--- config.mk ---
export PLATFORM = sky130hd
export DESIGN_NAME = mul_issue_ctrl_flat
export DESIGN_NICKNAME = d
export VERILOG_FILES = /design/src/rtl/mul_issue_ctrl_pkg.sv /design/src/rtl/mul_issue_ctrl_if.sv /design/src/rtl/mul_issue_ctrl.sv /design/src/flat_wrapper.sv
export SDC_FILE = /design/constraint.sdc
export NUM_CORES = 1
export LEC_CHECK = 0
export ABC_AREA = 1
export CAP_MARGIN = 10
export CORE_ASPECT_RATIO = 1.5
export CORE_MARGIN = 3
export CORE_UTILIZATION = 25
export CTS_BUF_LIST = sky130_fd_sc_hd__clkbuf_16
export DETAILED_ROUTE_END_ITERATION = 10
export SYNTH_ARGS = -nofsm -noshare
export SYNTH_HDL_FRONTEND = slang
export SYNTH_SLANG_ARGS = --single-unit
--- constraint.sdc ---
create_clock -name clk_i -period 1.8 [get_ports clk_i]
set_clock_uncertainty 0.05 [all_clocks]
set_input_delay 0.36 -clock clk_i [delete_from_list [all_inputs] [get_ports clk_i]]
set_output_delay 0.36 -clock clk_i [all_outputs]
set_load 0.1 [all_outputs]
--- src/rtl/mul_issue_ctrl_pkg.sv ---
// Shared types for the multiplier issue sequencer: request/writeback records,
// FSM encoding and the fixed multiplier latency.
package mul_issue_ctrl_pkg;

  typedef logic [63:0] bus64_t;

  localparam int MUL_RD_W  = 5;
  localparam int MUL_TAG_W = 6;
  localparam int MUL_LAT   = 3;

  typedef struct packed {
    logic [2:0]           func3;
    logic                 int_32;
    bus64_t               src1;
    bus64_t               src2;
    logic [MUL_RD_W-1:0]  rd;
    logic [MUL_TAG_W-1:0] tag;
  } mul_req_t;

  typedef struct packed {
    bus64_t               result;
    logic [MUL_RD_W-1:0]  rd;
    logic [MUL_TAG_W-1:0] tag;
  } mul_wb_t;

  typedef enum logic [1:0] {
    MUL_IDLE  = 2'd0,
    MUL_ISSUE = 2'd1,
    MUL_WAIT  = 2'd2,
    MUL_CAPT  = 2'd3
  } mul_fsm_t;

endpackage

--- src/rtl/mul_issue_ctrl_if.sv ---
// Request, multiplier and writeback signals of the multiplier issue sequencer.
// The slave modport is the sequencer's view, master is the surrounding pipeline.
interface mul_issue_ctrl_if
  import mul_issue_ctrl_pkg::*;
#(
  parameter int RD_W  = 5,
  parameter int TAG_W = 6
);
  logic             req_valid_i;
  logic             req_ready_o;
  logic [2:0]       req_func3_i;
  logic             req_int_32_i;
  bus64_t           req_src1_i;
  bus64_t           req_src2_i;
  logic [RD_W-1:0]  req_rd_i;
  logic [TAG_W-1:0] req_tag_i;

  logic             mul_request_o;
  logic             mul_kill_o;
  logic [2:0]       mul_func3_o;
  logic             mul_int_32_o;
  bus64_t           mul_src1_o;
  bus64_t           mul_src2_o;
  bus64_t           mul_result_i;
  logic             mul_stall_i;

  logic             wb_valid_o;
  logic             wb_ready_i;
  bus64_t           wb_result_o;
  logic [RD_W-1:0]  wb_rd_o;
  logic [TAG_W-1:0] wb_tag_o;

  modport slave (
    input  req_valid_i, req_func3_i, req_int_32_i, req_src1_i, req_src2_i,
           req_rd_i, req_tag_i, mul_result_i, mul_stall_i, wb_ready_i,
    output req_ready_o, mul_request_o, mul_kill_o, mul_func3_o, mul_int_32_o,
           mul_src1_o, mul_src2_o, wb_valid_o, wb_result_o, wb_rd_o, wb_tag_o
  );

  modport master (
    output req_valid_i, req_func3_i, req_int_32_i, req_src1_i, req_src2_i,
           req_rd_i, req_tag_i, mul_result_i, mul_stall_i, wb_ready_i,
    input  req_ready_o, mul_request_o, mul_kill_o, mul_func3_o, mul_int_32_o,
           mul_src1_o, mul_src2_o, wb_valid_o, wb_result_o, wb_rd_o, wb_tag_o
  );
endinterface

--- src/rtl/mul_issue_ctrl.sv ---
// Sequencer in front of the 3-cycle iterative multiplier: holds one request's
// operands for the whole operation and buffers the result for writeback.
module mul_issue_ctrl
  import mul_issue_ctrl_pkg::*;
#(
  parameter int RD_W  = 5,
  parameter int TAG_W = 6
) (
  input logic             clk_i,
  input logic             rstn_i,
  input logic             flush_i,
  mul_issue_ctrl_if.slave bus
);

  localparam logic [1:0] S_IDLE  = MUL_IDLE;
  localparam logic [1:0] S_ISSUE = MUL_ISSUE;
  localparam logic [1:0] S_WAIT  = MUL_WAIT;
  localparam logic [1:0] S_CAPT  = MUL_CAPT;

  logic [1:0]       state;
  logic [2:0]       hold_func3;
  logic             hold_int_32;
  bus64_t           hold_src1;
  bus64_t           hold_src2;
  logic [RD_W-1:0]  hold_rd;
  logic [TAG_W-1:0] hold_tag;

  logic             wb_valid;
  bus64_t           wb_result;
  logic [RD_W-1:0]  wb_rd;
  logic [TAG_W-1:0] wb_tag;

  logic req_ready;
  logic accept;
  logic capt_load;

  // A new op may only start when the output buffer is empty or emptying this
  // cycle, so the capture three cycles later can never clobber a pending result.
  assign req_ready = (state == S_IDLE) & ~flush_i & (~wb_valid | bus.wb_ready_i);
  assign accept    = bus.req_valid_i & req_ready;
  assign capt_load = (state == S_CAPT) & ~flush_i;

  always_ff @(posedge clk_i or negedge rstn_i) begin
    if (!rstn_i) begin
      state <= S_IDLE;
    end else if (flush_i) begin
      state <= S_IDLE;
    end else begin
      case (state)
        S_IDLE:  if (accept) state <= S_ISSUE;
        S_ISSUE: state <= S_WAIT;
        S_WAIT:  state <= S_CAPT;
        S_CAPT:  state <= S_IDLE;
        default: state <= S_IDLE;
      endcase
    end
  end

  // Hold registers only change on accept; the multiplier samples func3/int_32
  // again in its done cycle, so they must survive through CAPT.
  always_ff @(posedge clk_i or negedge rstn_i) begin
    if (!rstn_i) begin
      hold_func3  <= '0;
      hold_int_32 <= 1'b0;
      hold_src1   <= '0;
      hold_src2   <= '0;
      hold_rd     <= '0;
      hold_tag    <= '0;
    end else if (accept) begin
      hold_func3  <= bus.req_func3_i;
      hold_int_32 <= bus.req_int_32_i;
      hold_src1   <= bus.req_src1_i;
      hold_src2   <= bus.req_src2_i;
      hold_rd     <= bus.req_rd_i;
      hold_tag    <= bus.req_tag_i;
    end
  end

  always_ff @(posedge clk_i or negedge rstn_i) begin
    if (!rstn_i) begin
      wb_valid  <= 1'b0;
      wb_result <= '0;
      wb_rd     <= '0;
      wb_tag    <= '0;
    end else if (flush_i) begin
      wb_valid <= 1'b0;
    end else if (capt_load) begin
      wb_valid  <= 1'b1;
      wb_result <= bus.mul_result_i;
      wb_rd     <= hold_rd;
      wb_tag    <= hold_tag;
    end else if (wb_valid && bus.wb_ready_i) begin
      wb_valid <= 1'b0;
    end
  end

  assign bus.req_ready_o   = req_ready;
  assign bus.mul_request_o = (state == S_ISSUE);
  assign bus.mul_kill_o    = flush_i & (state != S_IDLE);
  assign bus.mul_func3_o   = hold_func3;
  assign bus.mul_int_32_o  = hold_int_32;
  assign bus.mul_src1_o    = hold_src1;
  assign bus.mul_src2_o    = hold_src2;
  assign bus.wb_valid_o    = wb_valid;
  assign bus.wb_result_o   = wb_result;
  assign bus.wb_rd_o       = wb_rd;
  assign bus.wb_tag_o      = wb_tag;

  a_stall_busy: assert property (@(posedge clk_i) disable iff (!rstn_i)
    ((state == S_ISSUE) || (state == S_WAIT)) |-> bus.mul_stall_i);

  a_stall_free: assert property (@(posedge clk_i) disable iff (!rstn_i)
    ((state == S_IDLE) || (state == S_CAPT)) |-> !bus.mul_stall_i);

endmodule

--- src/flat_wrapper.sv ---
// flat-port wrapper written by rule: the top's interface ports become plain ports
module mul_issue_ctrl_flat import mul_issue_ctrl_pkg::*;
#(
  parameter int RD_W  = 5,
  parameter int TAG_W = 6
)
  (clk_i, rstn_i, flush_i, bus_req_valid_i, bus_req_func3_i, bus_req_int_32_i, bus_req_src1_i, bus_req_src2_i, bus_req_rd_i, bus_req_tag_i, bus_mul_result_i, bus_mul_stall_i, bus_wb_ready_i, bus_req_ready_o, bus_mul_request_o, bus_mul_kill_o, bus_mul_func3_o, bus_mul_int_32_o, bus_mul_src1_o, bus_mul_src2_o, bus_wb_valid_o, bus_wb_result_o, bus_wb_rd_o, bus_wb_tag_o);
  mul_issue_ctrl_if #(.RD_W(RD_W), .TAG_W(TAG_W)) bus_i ();
  input logic clk_i;
  input logic rstn_i;
  input logic flush_i;
  input wire logic [$bits(bus_i.req_valid_i)-1:0] bus_req_valid_i;
  input wire logic [$bits(bus_i.req_func3_i)-1:0] bus_req_func3_i;
  input wire logic [$bits(bus_i.req_int_32_i)-1:0] bus_req_int_32_i;
  input wire logic [$bits(bus_i.req_src1_i)-1:0] bus_req_src1_i;
  input wire logic [$bits(bus_i.req_src2_i)-1:0] bus_req_src2_i;
  input wire logic [$bits(bus_i.req_rd_i)-1:0] bus_req_rd_i;
  input wire logic [$bits(bus_i.req_tag_i)-1:0] bus_req_tag_i;
  input wire logic [$bits(bus_i.mul_result_i)-1:0] bus_mul_result_i;
  input wire logic [$bits(bus_i.mul_stall_i)-1:0] bus_mul_stall_i;
  input wire logic [$bits(bus_i.wb_ready_i)-1:0] bus_wb_ready_i;
  output wire logic [$bits(bus_i.req_ready_o)-1:0] bus_req_ready_o;
  output wire logic [$bits(bus_i.mul_request_o)-1:0] bus_mul_request_o;
  output wire logic [$bits(bus_i.mul_kill_o)-1:0] bus_mul_kill_o;
  output wire logic [$bits(bus_i.mul_func3_o)-1:0] bus_mul_func3_o;
  output wire logic [$bits(bus_i.mul_int_32_o)-1:0] bus_mul_int_32_o;
  output wire logic [$bits(bus_i.mul_src1_o)-1:0] bus_mul_src1_o;
  output wire logic [$bits(bus_i.mul_src2_o)-1:0] bus_mul_src2_o;
  output wire logic [$bits(bus_i.wb_valid_o)-1:0] bus_wb_valid_o;
  output wire logic [$bits(bus_i.wb_result_o)-1:0] bus_wb_result_o;
  output wire logic [$bits(bus_i.wb_rd_o)-1:0] bus_wb_rd_o;
  output wire logic [$bits(bus_i.wb_tag_o)-1:0] bus_wb_tag_o;
  assign bus_i.req_valid_i = bus_req_valid_i;
  assign bus_i.req_func3_i = bus_req_func3_i;
  assign bus_i.req_int_32_i = bus_req_int_32_i;
  assign bus_i.req_src1_i = bus_req_src1_i;
  assign bus_i.req_src2_i = bus_req_src2_i;
  assign bus_i.req_rd_i = bus_req_rd_i;
  assign bus_i.req_tag_i = bus_req_tag_i;
  assign bus_i.mul_result_i = bus_mul_result_i;
  assign bus_i.mul_stall_i = bus_mul_stall_i;
  assign bus_i.wb_ready_i = bus_wb_ready_i;
  assign bus_req_ready_o = bus_i.req_ready_o;
  assign bus_mul_request_o = bus_i.mul_request_o;
  assign bus_mul_kill_o = bus_i.mul_kill_o;
  assign bus_mul_func3_o = bus_i.mul_func3_o;
  assign bus_mul_int_32_o = bus_i.mul_int_32_o;
  assign bus_mul_src1_o = bus_i.mul_src1_o;
  assign bus_mul_src2_o = bus_i.mul_src2_o;
  assign bus_wb_valid_o = bus_i.wb_valid_o;
  assign bus_wb_result_o = bus_i.wb_result_o;
  assign bus_wb_rd_o = bus_i.wb_rd_o;
  assign bus_wb_tag_o = bus_i.wb_tag_o;
  mul_issue_ctrl #(.RD_W(RD_W), .TAG_W(TAG_W)) u_core (.clk_i(clk_i), .rstn_i(rstn_i), .flush_i(flush_i), .bus(bus_i));
endmodule
# Yosys cells after proc, flatten, opt, wreduce, memory -nomap -nowiden
# Index checks and enable logic that the tools add are counted.
# op_classes
shift	0
div_mod_pow	0
n_mul	0
n_eq_ne	4
reduce_logical	5
addsub	0
bitwise_logic	8
order_cmp	0
mux	6
# ops
cell	n
one-hot mux 2 bit (4 select lines)	1
bitwise AND 1 bit	5
== test 2 bit (second input constant)	2
2-to-1 mux 2 bit	2
2-to-1 mux 1 bit	3
!= test 3 x 2 -> 1 bit (second input constant)	1
nonzero test 3 bit	1
== test 2 x 1 -> 1 bit (second input constant)	1
logical NOT 2 bit	1
inverter 1 bit	2
AND reduction 2 bit	1
nonzero test 2 bit	1
logical AND 1 bit	1
OR 1 bit	1
# word_totals
latch_bits	0
output_inout_bits	211
input_bits	213
mem_bits_rw	0
rom_bits	0
memories	0
regBits	221
wordCells	34

# Longest topological paths before layout
# logic_depth
word_depth	7
depth_mapped	9
ltp_nobuf	7

# Worst setup path before layout
# Ideal clock, no wire load.
# synth_timing
kind	register to output
start	register u_core.wb_valid, in the netlist u_core.bus.wb_valid_o
end	output bus_req_ready_o
arrival_time_ns	2.154
required_time_ns	1.390
stages_incl_launch_ff	5
slack_ns	-0.764
path_buffers	1
cell_sequence	dfrtp_1 > inv_1 > nor2_1 > nor2_4 > clkbuf_1
# synth_between
elab_chain_len	3
# synth_lines
element	line	source
from (decl)	mul_issue_ctrl.sv:28	logic wb_valid;
from (signal assigned)	mul_issue_ctrl.sv:81	wb_valid <= 1'b0;
from (signal assigned)	mul_issue_ctrl.sv:86	wb_valid <= 1'b0;
from (signal assigned)	mul_issue_ctrl.sv:88	wb_valid <= 1'b1;
inverter 1 bit	mul_issue_ctrl.sv:39	assign req_ready = (state == S_IDLE) & ~flush_i & (~wb_valid | bus.wb_ready_i);
OR 1 bit	mul_issue_ctrl.sv:39	
bitwise AND 1 bit	mul_issue_ctrl.sv:39	
to (decl)	flat_wrapper.sv:22	output wire logic [$bits(bus_i.req_ready_o)-1:0] bus_req_ready_o;
# No other way between the ends.

# Final worst setup path
# layout_timing
start	register u_core.state[1]
end	output bus_req_ready_o
# layout_between
elab_chain_len	3
# layout_lines
element	line	source
from (decl)	mul_issue_ctrl.sv:20	logic [1:0] state;
from (signal assigned)	mul_issue_ctrl.sv:45	state <= S_IDLE;
from (signal assigned)	mul_issue_ctrl.sv:47	state <= S_IDLE;
from (signal assigned)	mul_issue_ctrl.sv:50	S_IDLE: if (accept) state <= S_ISSUE;
logical NOT 2 bit	mul_issue_ctrl.sv:39	
bitwise AND 1 bit (2 in a row)	mul_issue_ctrl.sv:39	
# No other way between the ends.

==> results.md <==
- Number of buffers on the longest clock path: 3
- Actual slew at the worst max-slew pin: 345 ps
- Final clock period utilization by the worst path: 114%
- Endpoint arrival time on the critical path: around 1600 ps
- Source of the critical timing path: u_core.state[1]
- DR WL/cell: around 17 µm
- Path depth of the worst reg2reg path: 9
- Vertical die dimension: 235 µm
- Nature of the critical path endpoint: output pin
- Violated checks: setup timing
- Sequential-to-total area share from yosys stat: ~63%
- Final net count: 1,634
- Routed via count: 8,305
- Count of pins over their slew limit: 0
- Setup repair after global routing missed its margin: yes
- Register Area: 5530 µm²
- Global placer's final weighted congestion: roughly 0.85
- Max transition margin: between 70 and 80%
- Hold Fails Final Rpt: 0
- Count of different cell masters after synthesis: 16
- Via-to-Cell Ratio: roughly 4.4
- Number of antenna violations at the first check in global routing: 6
- Cell-by-cell listing of the critical path: inv_2, ha_4, nand2_4, nor2_4, buf_8, buf_12
- Net count after synthesis: approximately 1,200
- Fmax achieved: 488 MHz
- Number of violations reported at the end of detailed-routing iteration 0: 536
- Clock root buffer: sky130_fd_sc_hd__clkbuf_16
- Clock transition at the register clock pins on the worst setup and hold paths after CTS: 60 ps
- Worst path max stage delay: 400 ps
- Level count of the clock H-tree: 1
- Buffering stage count on the worst path with inverters included: 3
- Crit-path leading delay family: flip-flops
- Clock sink count: 221
- Total area of multi-input combinational cells: between 2000 and 3000 µm²
- DIE AREA: 37,300 µm²
- I/O pin cnt: around 420
- Area Growth Syn to Fin: 92.4%
- Final-layout fill cell count: 3,159
- Number of nets still failing antenna checks after routing: 0
- Critical R2R Launch: u_core.state[1]
- Maximum fanout encountered on the critical timing path: 2
- Synthesized area per cell: 8.95 µm²
- Overall fraction of global-route tracks in use: 17.0%
- Num CTS Buffers: 25
- Final Util: just under 50%
- DRC errors left: 0
- Fraction of layout instances using a drive strength above 1: between 20% and 30%
- First-pass GRT wire length: ~51 mm
- Horiz. Die Dim: 159 µm
- Number of placement rows: 83
- FF-to-FF End: u_core.bus.mul_src1_o[31]
- Setup CP Type: flip-flop to output pin
- Latest clock arrival within the worst-skew pair: 530 ps
- GRT Residual Overflow: 0
- Instance count on the critical path: 6
- Count of buffers inserted at the top-level ports: 422
- CP Launch Type: flip-flop
- Smallest setup slack after layout: -249 ps
- Timing endpoint of the critical path: bus_req_ready_o
- Number of global-route vias before repair: 8,632
- Number of violations of the max-capacitance limit: 0
- Cell area after synthesis: 8750 µm²
- Starting Density: 25.5%
- Number of warning messages in the yosys log: 0
- Detailed Place HPWL: 23.8 mm
- Mapped Cells: 978
- Setup-failing EPs final: 3
- Reg2reg setup slack: 90 ps
- Pin count of the biggest net entering global routing: 52
- CP max-delay cell: sky130_fd_sc_hd__dfrtp_1
- Final period demand of the worst path: 2050 ps
- Detailed-router iteration count before antenna repair: 4
- CTS tree: yes
- Routed wire length: ~32 mm
- Data required time of the worst path: 1390 ps
- Run status: finished, violations left
- Placeable core region: roughly 34,000 µm²
- Worst hold slack: 261 ps
- #FFs+latches synth: 221
- Tightest Hold Check Type: primary input to asynchronous set/reset pin
[layer usage]
| metal | share of wire, % | vias to the layer above | GRT usage, % |
|---|---|---|---|
| li1 | - | 3998 | - |
| met1 | 36 | 3938 | 18.7 |
| met3 | 8.0 | 52 | 5.26 |
| met2 | 53 | 311 | 31.1 |
| met4 | 2.9 | 6 | 5.55 |
| met5 | 0.14 | - | 0 |
[cells in the final DEF, fill, tap and decap left out]
cell type and count:
sky130_fd_sc_hd__a21oi_1 1, sky130_fd_sc_hd__buf_12 227, sky130_fd_sc_hd__buf_4 40, sky130_fd_sc_hd__buf_6 3
sky130_fd_sc_hd__buf_8 2, sky130_fd_sc_hd__bufbuf_16 1, sky130_fd_sc_hd__clkbuf_16 25, sky130_fd_sc_hd__clkdlybuf4s50_1 209
sky130_fd_sc_hd__clkinv_1 5, sky130_fd_sc_hd__clkinv_2 7, sky130_fd_sc_hd__clkinv_4 1, sky130_fd_sc_hd__clkinvlp_4 1
sky130_fd_sc_hd__dfrtp_1 220, sky130_fd_sc_hd__dfrtp_2 1, sky130_fd_sc_hd__diode_2 3, sky130_fd_sc_hd__dlygate4sd3_1 1
sky130_fd_sc_hd__ha_1 1, sky130_fd_sc_hd__ha_2 1, sky130_fd_sc_hd__ha_4 2, sky130_fd_sc_hd__inv_1 10
sky130_fd_sc_hd__inv_2 3, sky130_fd_sc_hd__inv_6 1, sky130_fd_sc_hd__nand2_1 445, sky130_fd_sc_hd__nand2_2 1
sky130_fd_sc_hd__nand2_4 2, sky130_fd_sc_hd__nand3_1 218, sky130_fd_sc_hd__nor2_1 4, sky130_fd_sc_hd__nor2_4 2
sky130_fd_sc_hd__o21ai_0 1
[state kept, by name, indices dropped and copies added (netlist names)]
name and cells:
u_core.bus.wb_rd_o 5, u_core.hold_rd 5, u_core.state 2, u_core.bus.wb_tag_o 6, u_core.bus.wb_result_o 64, u_core.bus.mul_int_32_o 1, u_core.hold_tag 6, u_core.bus.wb_valid_o 1
u_core.bus.mul_src1_o 64, u_core.bus.mul_func3_o 3, u_core.bus.mul_src2_o 64
[timing repair]
action | 4_1_cts | 5_1_grt
setup endpoints to repair | 13 | 39
cloned | 1 | 0
endpoints found under the hold margin | 28 | 0
hold buffers | 1 | 0
gates resized for setup | 11 | 2
pin swaps | 4 | 0
setup buffers | 6 | 2
[area by class of cell]
cell class / count / area share (%)
Multi-Input combinational cell: 678 / 17.3
Sequential cell: 221 / 32.9
Inverter: 8 / 0.178
Timing Repair Buffer: 483 / 41.8
Clock buffer: 25 / 3.72
Antenna cell: 3 / 0.0446
Tap cell: 467 / 3.47
Clock inverter: 20 / 0.580
[how the worst min path moves through the flow]
stage	startpoint	endpoint	slack (ps)	cells after the start
2_1_floorplan	rstn_i	u_core.bus.mul_func3_o[0]	10	0
3_3_place_gp	rstn_i	u_core.bus.mul_src2_o[36]	230	1
3_5_place_dp	rstn_i	u_core.bus.wb_result_o[16]	230	1
4_1_cts	rstn_i	u_core.bus.mul_src2_o[24]	250	2
5_1_grt	rstn_i	u_core.bus.mul_src2_o[27]	280	2
6_report	rstn_i	u_core.bus.wb_result_o[9]	260	2
[through the flow]
| stage | setup TNS [ps] | instances | cell area, µm² | setup slack (ps) |
|---|---|---|---|---|
| after floorplan | 0 | 978 | 8760 | 9.28 |
| after global placement | -18150 | 1848 | 16000 | -207 |
| after CTS | -520 | 1901 | 16800 | -290 |
| after detailed placement | -20880 | 1848 | 16000 | -222 |
| after global routing | -734 | 1904 | 16800 | -327 |
| final | -513 | 1905 | 16800 | -249 |
[cell families after synthesis]
group,Yosys count,share of synthesized area (%)
AOI/OAI and AO/OA,2,0.114
adders and majority gates,4,0.572
buffers and inverters,79,4.02
DFF,221,63.2
and+or+nand+nor,672,32.1
[cells in the mapped netlist]
library cell               count  area [µm²]
sky130_fd_sc_hd__nor2_1        5        18.8
sky130_fd_sc_hd__clkbuf_1     41         154
sky130_fd_sc_hd__nand2_2       2        12.5
sky130_fd_sc_hd__ha_1          4        50.1
sky130_fd_sc_hd__o21ai_0       1        5.00
sky130_fd_sc_hd__dfrtp_1     221        5530
sky130_fd_sc_hd__buf_1         5        18.8
sky130_fd_sc_hd__inv_1         7        26.3
sky130_fd_sc_hd__nand2_1     446        1670
sky130_fd_sc_hd__nand3_1     218        1090
sky130_fd_sc_hd__a21oi_1       1        5.00
sky130_fd_sc_hd__inv_2         1        3.75
sky130_fd_sc_hd__buf_2        17        85.1
sky130_fd_sc_hd__buf_6         1        11.3
sky130_fd_sc_hd__buf_4         7        52.6
sky130_fd_sc_hd__nor2_4        1        11.3
Power is left out: the tool's default activity adds up to more than one toggle a clock period on the data nets, which glitch-free logic cannot reach.
